**config.mk**
```make
export PLATFORM = sky130hd
export DESIGN_NAME = muldiv_unit
export DESIGN_NICKNAME = d
export VERILOG_FILES = /design/src/rtl/muldiv_unit.sv
export SDC_FILE = /design/constraint.sdc
export NUM_CORES = 1
export LEC_CHECK = 0
export ABC_CLOCK_PERIOD_IN_PS = 4000
export CAP_MARGIN = 20
export CORE_MARGIN = 2
export CORE_UTILIZATION = 33
export CTS_CLUSTER_DIAMETER = 100
export DETAILED_ROUTE_END_ITERATION = 10
export DONT_BUFFER_PORTS = 1
export GPL_ROUTABILITY_DRIVEN = 0
export HOLD_SLACK_MARGIN = 0.02
export SETUP_SLACK_MARGIN = 0.4
export SLEW_MARGIN = 10
export SYNTH_ARGS = -nofsm -noshare
export SYNTH_HDL_FRONTEND = slang
export SYNTH_SLANG_ARGS = --single-unit
```
**constraint.sdc**
```tcl
create_clock -name clk -period 4 [get_ports clk]
set_input_delay 0.4 -clock clk [delete_from_list [all_inputs] [get_ports clk]]
set_output_delay 0.4 -clock clk [all_outputs]
set_load 0.1 [all_outputs]
```
**src/rtl/muldiv_unit.sv**
```systemverilog
// muldiv_unit: iterative RV32M multiply/divide unit with valid/ready handshakes.
// Shift-add multiplier and restoring divider share one {hi, lo} register pair.
// Optional macro MULDIV_FAST_MUL_EN: multiplies use a single 33x33 signed
// multiplier at accept and skip the iterative path.
module muldiv_unit #(
  parameter int unsigned XLEN = 32
) (
  input  logic            clk,
  input  logic            reset_n,
  input  logic            Flush,
  input  logic            InValid,
  output logic            InReady,
  input  logic [2:0]      MulDivOp,
  input  logic [XLEN-1:0] SrcA,
  input  logic [XLEN-1:0] SrcB,
  output logic            OutValid,
  input  logic            OutReady,
  output logic [XLEN-1:0] Result
);

  localparam int unsigned CNT_W = 5;
  localparam int unsigned DW    = 2 * XLEN;

  localparam logic [2:0] OP_MUL    = 3'b000;
  localparam logic [2:0] OP_MULH   = 3'b001;
  localparam logic [2:0] OP_MULHSU = 3'b010;
  localparam logic [2:0] OP_MULHU  = 3'b011;
  localparam logic [2:0] OP_DIV    = 3'b100;
  localparam logic [2:0] OP_DIVU   = 3'b101;
  localparam logic [2:0] OP_REM    = 3'b110;
  localparam logic [2:0] OP_REMU   = 3'b111;

  typedef enum logic [1:0] {IDLE, CALC, FIX, DONE} state_t;

  state_t            state_q, state_nxt;
  logic [2:0]        op_q, op_nxt;
  logic              neg_res_q, neg_res_nxt;
  logic              neg_rem_q, neg_rem_nxt;
  logic [XLEN-1:0]   hi_q, hi_nxt;
  logic [XLEN-1:0]   lo_q, lo_nxt;
  logic [XLEN-1:0]   m_q, m_nxt;
  logic [CNT_W-1:0]  cnt_q, cnt_nxt;
  logic              out_valid_q, out_valid_nxt;
  logic [XLEN-1:0]   result_q, result_nxt;

  logic              a_signed, b_signed, a_neg, b_neg;
  logic [XLEN-1:0]   mag_a, mag_b;
  logic              is_div, div_zero, div_ovf;
  logic [XLEN:0]     mul_sum;
  logic [XLEN:0]     div_trial;
  logic              div_ge;
  logic [XLEN-1:0]   div_diff;
  logic [DW-1:0]     prod_fix;
  logic [XLEN-1:0]   quot_fix, rem_fix;

  // Request decode: operand signedness, magnitudes and special cases
  assign a_signed = (MulDivOp == OP_MULH) || (MulDivOp == OP_MULHSU) ||
                    (MulDivOp == OP_DIV)  || (MulDivOp == OP_REM);
  assign b_signed = (MulDivOp == OP_MULH) || (MulDivOp == OP_DIV) || (MulDivOp == OP_REM);
  assign a_neg    = a_signed & SrcA[XLEN-1];
  assign b_neg    = b_signed & SrcB[XLEN-1];
  assign mag_a    = a_neg ? -SrcA : SrcA;
  assign mag_b    = b_neg ? -SrcB : SrcB;
  assign is_div   = MulDivOp[2];
  assign div_zero = is_div && (SrcB == '0);
  assign div_ovf  = ((MulDivOp == OP_DIV) || (MulDivOp == OP_REM)) &&
                    (SrcA == {1'b1, {(XLEN-1){1'b0}}}) && (SrcB == '1);

  // One shift-add step: lo holds the multiplier bits, m the multiplicand
  assign mul_sum   = {1'b0, hi_q} + {1'b0, (lo_q[0] ? m_q : '0)};

  // One restoring-divide step: hi is the partial remainder, lo shifts dividend out / quotient in
  assign div_trial = {hi_q, lo_q[XLEN-1]};
  assign div_ge    = div_trial >= {1'b0, m_q};
  assign div_diff  = XLEN'(div_trial - {1'b0, m_q});

  // Sign correction applied in FIX
  assign prod_fix  = neg_res_q ? -{hi_q, lo_q} : {hi_q, lo_q};
  assign quot_fix  = neg_res_q ? -lo_q : lo_q;
  assign rem_fix   = neg_rem_q ? -hi_q : hi_q;

`ifdef MULDIV_FAST_MUL_EN
  logic signed [XLEN:0] fast_a, fast_b;
  logic [DW-1:0]        fast_prod;

  // Single-cycle signed 33x33 product of sign/zero-extended operands
  assign fast_a    = {a_signed & SrcA[XLEN-1], SrcA};
  assign fast_b    = {b_signed & SrcB[XLEN-1], SrcB};
  assign fast_prod = DW'(fast_a * fast_b);
`endif

  // Next-state and datapath update
  always_comb begin
    state_nxt     = state_q;
    op_nxt        = op_q;
    neg_res_nxt   = neg_res_q;
    neg_rem_nxt   = neg_rem_q;
    hi_nxt        = hi_q;
    lo_nxt        = lo_q;
    m_nxt         = m_q;
    cnt_nxt       = cnt_q;
    out_valid_nxt = out_valid_q;
    result_nxt    = result_q;

    case (state_q)
      IDLE: begin
        if (InValid && !Flush) begin
          op_nxt      = MulDivOp;
          neg_res_nxt = a_neg ^ b_neg;
          neg_rem_nxt = a_neg;
          cnt_nxt     = '0;
          hi_nxt      = '0;
          lo_nxt      = is_div ? mag_a : mag_b;
          m_nxt       = is_div ? mag_b : mag_a;
          if (div_zero) begin
            result_nxt    = MulDivOp[1] ? SrcA : '1;
            out_valid_nxt = 1'b1;
            state_nxt     = DONE;
          end else if (div_ovf) begin
            result_nxt    = MulDivOp[1] ? '0 : {1'b1, {(XLEN-1){1'b0}}};
            out_valid_nxt = 1'b1;
            state_nxt     = DONE;
`ifdef MULDIV_FAST_MUL_EN
          end else if (!is_div) begin
            result_nxt    = (MulDivOp == OP_MUL) ? fast_prod[XLEN-1:0] : fast_prod[DW-1:XLEN];
            out_valid_nxt = 1'b1;
            state_nxt     = DONE;
`endif
          end else begin
            state_nxt = CALC;
          end
        end
      end
      CALC: begin
        if (op_q[2]) begin
          hi_nxt = div_ge ? div_diff : div_trial[XLEN-1:0];
          lo_nxt = {lo_q[XLEN-2:0], div_ge};
        end else begin
          hi_nxt = mul_sum[XLEN:1];
          lo_nxt = {mul_sum[0], lo_q[XLEN-1:1]};
        end
        cnt_nxt = cnt_q + CNT_W'(1);
        if (cnt_q == CNT_W'(XLEN - 1)) state_nxt = FIX;
      end
      FIX: begin
        case (op_q)
          OP_MUL:                       result_nxt = prod_fix[XLEN-1:0];
          OP_MULH, OP_MULHSU, OP_MULHU: result_nxt = prod_fix[DW-1:XLEN];
          OP_DIV, OP_DIVU:              result_nxt = quot_fix;
          OP_REM, OP_REMU:              result_nxt = rem_fix;
          default:                      result_nxt = '0;
        endcase
        out_valid_nxt = 1'b1;
        state_nxt     = DONE;
      end
      DONE: begin
        if (OutReady) begin
          out_valid_nxt = 1'b0;
          state_nxt     = IDLE;
        end
      end
      default: state_nxt = IDLE;
    endcase

    if (Flush) begin
      state_nxt     = IDLE;
      out_valid_nxt = 1'b0;
    end
  end

  // State register
  always_ff @(posedge clk) begin
    if (!reset_n) state_q <= IDLE;
    else          state_q <= state_nxt;
  end

  // Datapath and output registers
  always_ff @(posedge clk) begin
    if (!reset_n) begin
      op_q        <= '0;
      neg_res_q   <= 1'b0;
      neg_rem_q   <= 1'b0;
      hi_q        <= '0;
      lo_q        <= '0;
      m_q         <= '0;
      cnt_q       <= '0;
      out_valid_q <= 1'b0;
      result_q    <= '0;
    end else begin
      op_q        <= op_nxt;
      neg_res_q   <= neg_res_nxt;
      neg_rem_q   <= neg_rem_nxt;
      hi_q        <= hi_nxt;
      lo_q        <= lo_nxt;
      m_q         <= m_nxt;
      cnt_q       <= cnt_nxt;
      out_valid_q <= out_valid_nxt;
      result_q    <= result_nxt;
    end
  end

  assign InReady  = (state_q == IDLE) && reset_n;
  assign OutValid = out_valid_q;
  assign Result   = result_q;

endmodule

```
==> report_table.html <==
<table>
<tr><th>Metric</th><th>Value</th></tr>
<tr><th colspan="2">Finish</th></tr>
<tr><td>Commonest non-fill, non-tap cells in the layout</td><td>231 x sky130_fd_sc_hd__a21oi_1, 212 x sky130_fd_sc_hd__nor2_1, 211 x sky130_fd_sc_hd__nand2_1, 188 x sky130_fd_sc_hd__o21ai_0, 138 x sky130_fd_sc_hd__dfxtp_1</td></tr>
<tr><td>Layout overhead on the synthesized area</td><td>8.734%</td></tr>
<tr><td>Most common cell after layout, fill and taps aside</td><td>sky130_fd_sc_hd__a21oi_1</td></tr>
<tr><td>Layout fillers</td><td>4691</td></tr>
<tr><td>Core Util, Final</td><td>0.3623</td></tr>
<tr><td>Number of diodes added for antenna fixing</td><td>0</td></tr>
<tr><td>Final nets</td><td>2184</td></tr>
<tr><td>Fraction of layout cells with a size suffix above 1</td><td>0.08598</td></tr>
<tr><td>Final design instance area without fill</td><td>15950 sq um</td></tr>
<tr><th colspan="2">Synthesis</th></tr>
<tr><td>Main combinational cell family by area after synthesis</td><td>compound AO/OA/AOI/OAI gates</td></tr>
<tr><td>Synthesis Warnings</td><td>0</td></tr>
<tr><td>Ys flop type</td><td>sky130_fd_sc_hd__dfxtp_1</td></tr>
<tr><td>Cell type contributing the most total cell area after synthesis</td><td>sky130_fd_sc_hd__dfxtp_1</td></tr>
<tr><td>Area contributors post-synth</td><td>sky130_fd_sc_hd__dfxtp_1 19%, sky130_fd_sc_hd__a21oi_1 7.9%, sky130_fd_sc_hd__ha_1 6.5%</td></tr>
<tr><td>Synthesized-area fraction occupied by and/or/nand/nor cells</td><td>0.2205</td></tr>
<tr><td>Arithmetic-cell share of the synthesized area counting full adders, half adders and majority gates</td><td>0.06755</td></tr>
<tr><td>Average size of a mapped cell</td><td>7.002 sq um</td></tr>
<tr><td>Synthesis-stage register bit count</td><td>141</td></tr>
<tr><td>Post-synthesis mux area share</td><td>0.03744</td></tr>
<tr><td>EDFF count, synth</td><td>0</td></tr>
<tr><td>Distinct cell type count of the synthesized netlist</td><td>91</td></tr>
<tr><td>Synthesized-area fraction occupied by ao, oa, aoi and oai cells</td><td>0.3226</td></tr>
<tr><td>Share of the synthesized area in the top cell type</td><td>0.1924</td></tr>
<tr><td>Synth async-reset ratio</td><td>0</td></tr>
<tr><td>Post-Synthesis Cell Area</td><td>14670 sq um</td></tr>
<tr><td>Mapped Nets</td><td>2245</td></tr>
<tr><td>Seq/Total Area, Yosys</td><td>0.1924</td></tr>
<tr><td>Xor/xnor cell area share of the yosys netlist</td><td>0.09672</td></tr>
<tr><td>Mapped Cells</td><td>2095</td></tr>
<tr><th colspan="2">Floorplan</th></tr>
<tr><td>Core Region</td><td>44030 sq um</td></tr>
<tr><td>Starting utilization of the core area</td><td>0.3332</td></tr>
<tr><td>Area of the die</td><td>46150 sq um</td></tr>
<tr><td>Io pins</td><td>106</td></tr>
<tr><td>Horizontal die dimension</td><td>214.8 um</td></tr>
<tr><td>Count of standard-cell rows</td><td>77</td></tr>
<tr><td>Height of the chip</td><td>214.8 um</td></tr>
<tr><th colspan="2">Clock network</th></tr>
<tr><td>Clock Tree Buf Depth</td><td>2</td></tr>
<tr><td>CTS tree</td><td>built</td></tr>
<tr><td>Total CTS buffers</td><td>17</td></tr>
<tr><td>Clock transition at the registers of the reported paths</td><td>70 ps</td></tr>
<tr><td>Clock latency of the later-clocked register in the worst-skew pair</td><td>460 ps</td></tr>
<tr><td>Cts hold-fix bufs</td><td>0</td></tr>
<tr><td>CTS Root Cell</td><td>sky130_fd_sc_hd__clkbuf_16</td></tr>
<tr><td>Max H-tree Level</td><td>4</td></tr>
<tr><td>Count of clock tree sinks</td><td>141</td></tr>
<tr><th colspan="2">Timing</th></tr>
<tr><td>Setup Viol. Count Final</td><td>0</td></tr>
<tr><td>Worst setup margin</td><td>453.7 ps</td></tr>
<tr><td>Setup TNS</td><td>0 ps</td></tr>
<tr><td>Count of final hold-check violations</td><td>0</td></tr>
<tr><td>Pin slew with the least headroom to its limit</td><td>1146 ps</td></tr>
<tr><td>Unrepaired setup endpoints after global routing</td><td>true</td></tr>
<tr><td>Max_slew headroom</td><td>0.2350</td></tr>
<tr><td>Final critical-path required period</td><td>3546 ps</td></tr>
<tr><td>Final cycle utilization of the critical path</td><td>0.8866</td></tr>
<tr><td>Maximum clock skew at final layout</td><td>23.99 ps</td></tr>
<tr><td>Number of max-slew violations in the final report</td><td>0</td></tr>
<tr><td>Max Clock Freq</td><td>0.2820 GHz</td></tr>
<tr><th colspan="2">Pwr</th></tr>
<tr><td>Power per standard cell area</td><td>279.4 nW/um^2</td></tr>
<tr><td>Total chip power</td><td>4.457 mW</td></tr>
<tr><td>IR Drop Worst-Case VDD</td><td>0.0002446 V</td></tr>
<tr><td>LEAKAGE</td><td>6.054 nW</td></tr>
<tr><th colspan="2">Detailed routing</th></tr>
<tr><td>Number of DRC markers in iteration 0</td><td>2011</td></tr>
<tr><td>Routed wire length</td><td>59680 um</td></tr>
<tr><td>Number of antenna-violating nets in the routed design</td><td>0</td></tr>
<tr><td>Count of unresolved DRC violations after routing</td><td>0</td></tr>
<tr><td>Avg WL per Cell</td><td>22.61 um</td></tr>
<tr><td>Detailed-router iteration count before antenna repair</td><td>6</td></tr>
<tr><td>Total number of vias</td><td>16360</td></tr>
<tr><td>Per-cell via count in the routed design</td><td>6.199</td></tr>
<tr><th colspan="2">Setup path</th></tr>
<tr><td>Cell-by-cell listing of the critical path</td><td>buf_4 &gt; or4_1 &gt; nor2_1 &gt; nand3_1 &gt; nand2_1 &gt; o21ai_0 &gt; xor2_1 &gt; o211ai_1 &gt; a31oi_1</td></tr>
<tr><td>Endpoint of the most critical register-to-register path</td><td>Result[5]</td></tr>
<tr><td>Critical path peak fanout</td><td>11</td></tr>
<tr><td>CP Data Required Time</td><td>4310 ps</td></tr>
<tr><td>Data arrival time of the worst path</td><td>3860 ps</td></tr>
<tr><td>Worst reg-to-reg setup slack</td><td>450 ps</td></tr>
<tr><td>End point of the critical path</td><td>Result[5]</td></tr>
<tr><td>Worst Setup SP</td><td>lo_q[5]</td></tr>
<tr><td>Slowest CP cell</td><td>sky130_fd_sc_hd__or4_1</td></tr>
<tr><td>Sort of element at the end of the critical path</td><td>register</td></tr>
<tr><td>Crit Reg-Reg Startpoint</td><td>lo_q[5]</td></tr>
<tr><td>CP Class</td><td>reg -&gt; reg</td></tr>
<tr><td>R2R depth</td><td>9</td></tr>
<tr><td>Slowest Stage Delay on Critical Path</td><td>590 ps</td></tr>
<tr><td>Worst setup SP type</td><td>register</td></tr>
<tr><th colspan="2">Global routing</th></tr>
<tr><td>Largest net degree at the start of global routing</td><td>74</td></tr>
<tr><td>Fraction of met3 tracks used by global routing</td><td>0.05987</td></tr>
<tr><td>Global router's overall resource usage</td><td>0.2490</td></tr>
<tr><td>Met1 track demand over resource</td><td>0.3336</td></tr>
<tr><td>Wire length of the first global-routing pass</td><td>90090 um</td></tr>
<tr><td>Initial antenna violation count</td><td>5</td></tr>
<tr><td>Gr busiest metal</td><td>met2</td></tr>
<tr><td>Via count of the first global-routing pass</td><td>14910</td></tr>
<tr><td>Met2 track demand over resource</td><td>0.3772</td></tr>
<tr><td>Leftover overflow at the end of global routing</td><td>0</td></tr>
<tr><th colspan="2">Placed design</th></tr>
<tr><td>Standard cell area after detailed placement</td><td>15260 sq um</td></tr>
<tr><td>Count of input and output buffers</td><td>0</td></tr>
<tr><td>Placement Setup Slack</td><td>406.1 ps</td></tr>
<tr><td>DP Wirelength</td><td>45520 um</td></tr>
<tr><th colspan="2">Min path</th></tr>
<tr><td>Cells on Worst Hold Path</td><td>2</td></tr>
<tr><td>Worst min-delay path class</td><td>in -&gt; reg</td></tr>
<tr><th colspan="2">Run status</th></tr>
<tr><td>Run status</td><td>finished clean</td></tr>
<tr><th colspan="2">Flow run</th></tr>
<tr><td>Maximum Capacitance Violations</td><td>0</td></tr>
</table>
worst max-delay path, delay by kind of cell, from the launching register on:
family | cells | cell delay (ps)
AOI/OAI and AO/OA | 3 | 690
buffers and inverters | 1 | 150
xor gates and xnor gates | 1 | 200
DFF | 1 | 300
and+or+nand+nor | 4 | 2070
cell type report:
class / count / area [sq um] / share of cell area
multi-input combinational: 1726 / 10990 / 0.6892
sequential: 141 / 2826 / 0.1772
tap: 592 / 740.7 / 0.04644
timing repair buffer: 66 / 516.7 / 0.03240
clock buffer: 21 / 450.4 / 0.02824
inverter: 81 / 307.8 / 0.01930
clock inverter: 11 / 110.1 / 0.006903
timing repair inverter: 1 / 5.005 / 0.0003138
Yosys cell counts (6+ instances only):
| cell type | instances |
|---|---|
| sky130_fd_sc_hd__and3_1 | 11 |
| sky130_fd_sc_hd__o221ai_1 | 6 |
| sky130_fd_sc_hd__inv_1 | 80 |
| sky130_fd_sc_hd__xnor2_1 | 87 |
| sky130_fd_sc_hd__o21ai_1 | 19 |
| sky130_fd_sc_hd__o21ai_0 | 189 |
| sky130_fd_sc_hd__buf_1 | 17 |
| sky130_fd_sc_hd__a21o_1 | 17 |
| sky130_fd_sc_hd__buf_2 | 10 |
| sky130_fd_sc_hd__dfxtp_1 | 141 |
| sky130_fd_sc_hd__or2_2 | 8 |
| sky130_fd_sc_hd__a221oi_1 | 7 |
| sky130_fd_sc_hd__a311oi_1 | 9 |
| sky130_fd_sc_hd__a21oi_1 | 233 |
| sky130_fd_sc_hd__nor2b_1 | 14 |
| sky130_fd_sc_hd__nor3_1 | 43 |
| sky130_fd_sc_hd__a211o_1 | 9 |
| sky130_fd_sc_hd__o41ai_1 | 9 |
| sky130_fd_sc_hd__nor4_1 | 12 |
| sky130_fd_sc_hd__nand2b_1 | 21 |
| sky130_fd_sc_hd__or3_1 | 10 |
| sky130_fd_sc_hd__o31ai_1 | 29 |
| sky130_fd_sc_hd__nor3b_1 | 6 |
| sky130_fd_sc_hd__nand3_1 | 47 |
| sky130_fd_sc_hd__and2_1 | 20 |
| sky130_fd_sc_hd__o211ai_1 | 35 |
| sky130_fd_sc_hd__a31oi_1 | 31 |
| sky130_fd_sc_hd__clkbuf_1 | 113 |
| sky130_fd_sc_hd__nor2_1 | 215 |
| sky130_fd_sc_hd__o221a_2 | 7 |
| sky130_fd_sc_hd__xor2_1 | 75 |
| sky130_fd_sc_hd__a22oi_1 | 18 |
| sky130_fd_sc_hd__nand4_1 | 23 |
| sky130_fd_sc_hd__or4_1 | 13 |
| sky130_fd_sc_hd__a32o_1 | 6 |
| sky130_fd_sc_hd__mux2i_1 | 29 |
| sky130_fd_sc_hd__o21bai_1 | 11 |
| sky130_fd_sc_hd__o21a_1 | 13 |
| sky130_fd_sc_hd__nand2_1 | 211 |
| sky130_fd_sc_hd__o22ai_1 | 12 |
| sky130_fd_sc_hd__a211oi_1 | 37 |
| sky130_fd_sc_hd__ha_1 | 76 |
| sky130_fd_sc_hd__mux2_2 | 23 |
cells by family after synthesis:
kind of cell,Yosys count
compound gates,751
xor+xnor,162
fa+ha+maj,78
buf+inv,229
flops,141
mux,52
simple gates,682
routing by layer:
layer  share of wire  wire, um  up-vias
li1                -         -     7493
met3            0.11      6542      184
met4           0.047      2789       10
met1            0.42     25100     7728
met5          0.0012        72        -
met2            0.42     25170      944
what timing repair did:
item	CTS	global route
buffers inserted	3	5
setup endpoints to repair	1	31
cloned	0	2
gates resized for setup	1	6
through the flow:
step | hold WS, ps | cells
2_1_floorplan | 431.9 | 2095
3_3_place_gp | 442.7 | 2595
3_5_place_dp | 444.8 | 2595
4_1_cts | 73.31 | 2630
5_1_grt | 93.03 | 2639
6_report | 85.88 | 2639
where the power goes:
group / internal (mW) / switching [mW] / total [mW]
combinational: 0.460 / 0.790 / 1.25
sequential: 1.46 / 0.142 / 1.60
clock: 0.880 / 0.723 / 1.60
total: 2.80 / 1.65 / 4.46
worst min path at each step:
| stage | end | from | slack [ps] |
|---|---|---|---|
| after floorplan | m_q[13] | m_q[13] | 430 |
| after global placement | m_q[16] | m_q[16] | 440 |
| after detailed placement | m_q[10] | m_q[10] | 440 |
| after CTS | m_q[31] | reset_n | 70 |
| after global routing | Result[1] | reset_n | 90 |
| final | m_q[31] | reset_n | 90 |
state kept, by name, summed over array words and instances, names as in the netlist:
signal and flops:
op_q 3, state_q 2, neg_rem_q 1, m_q 32
cnt_q 5, hi_q 32, lo_q 32, neg_res_q 1
OutValid 1, Result 32
(Power assumes the default switching activity.)
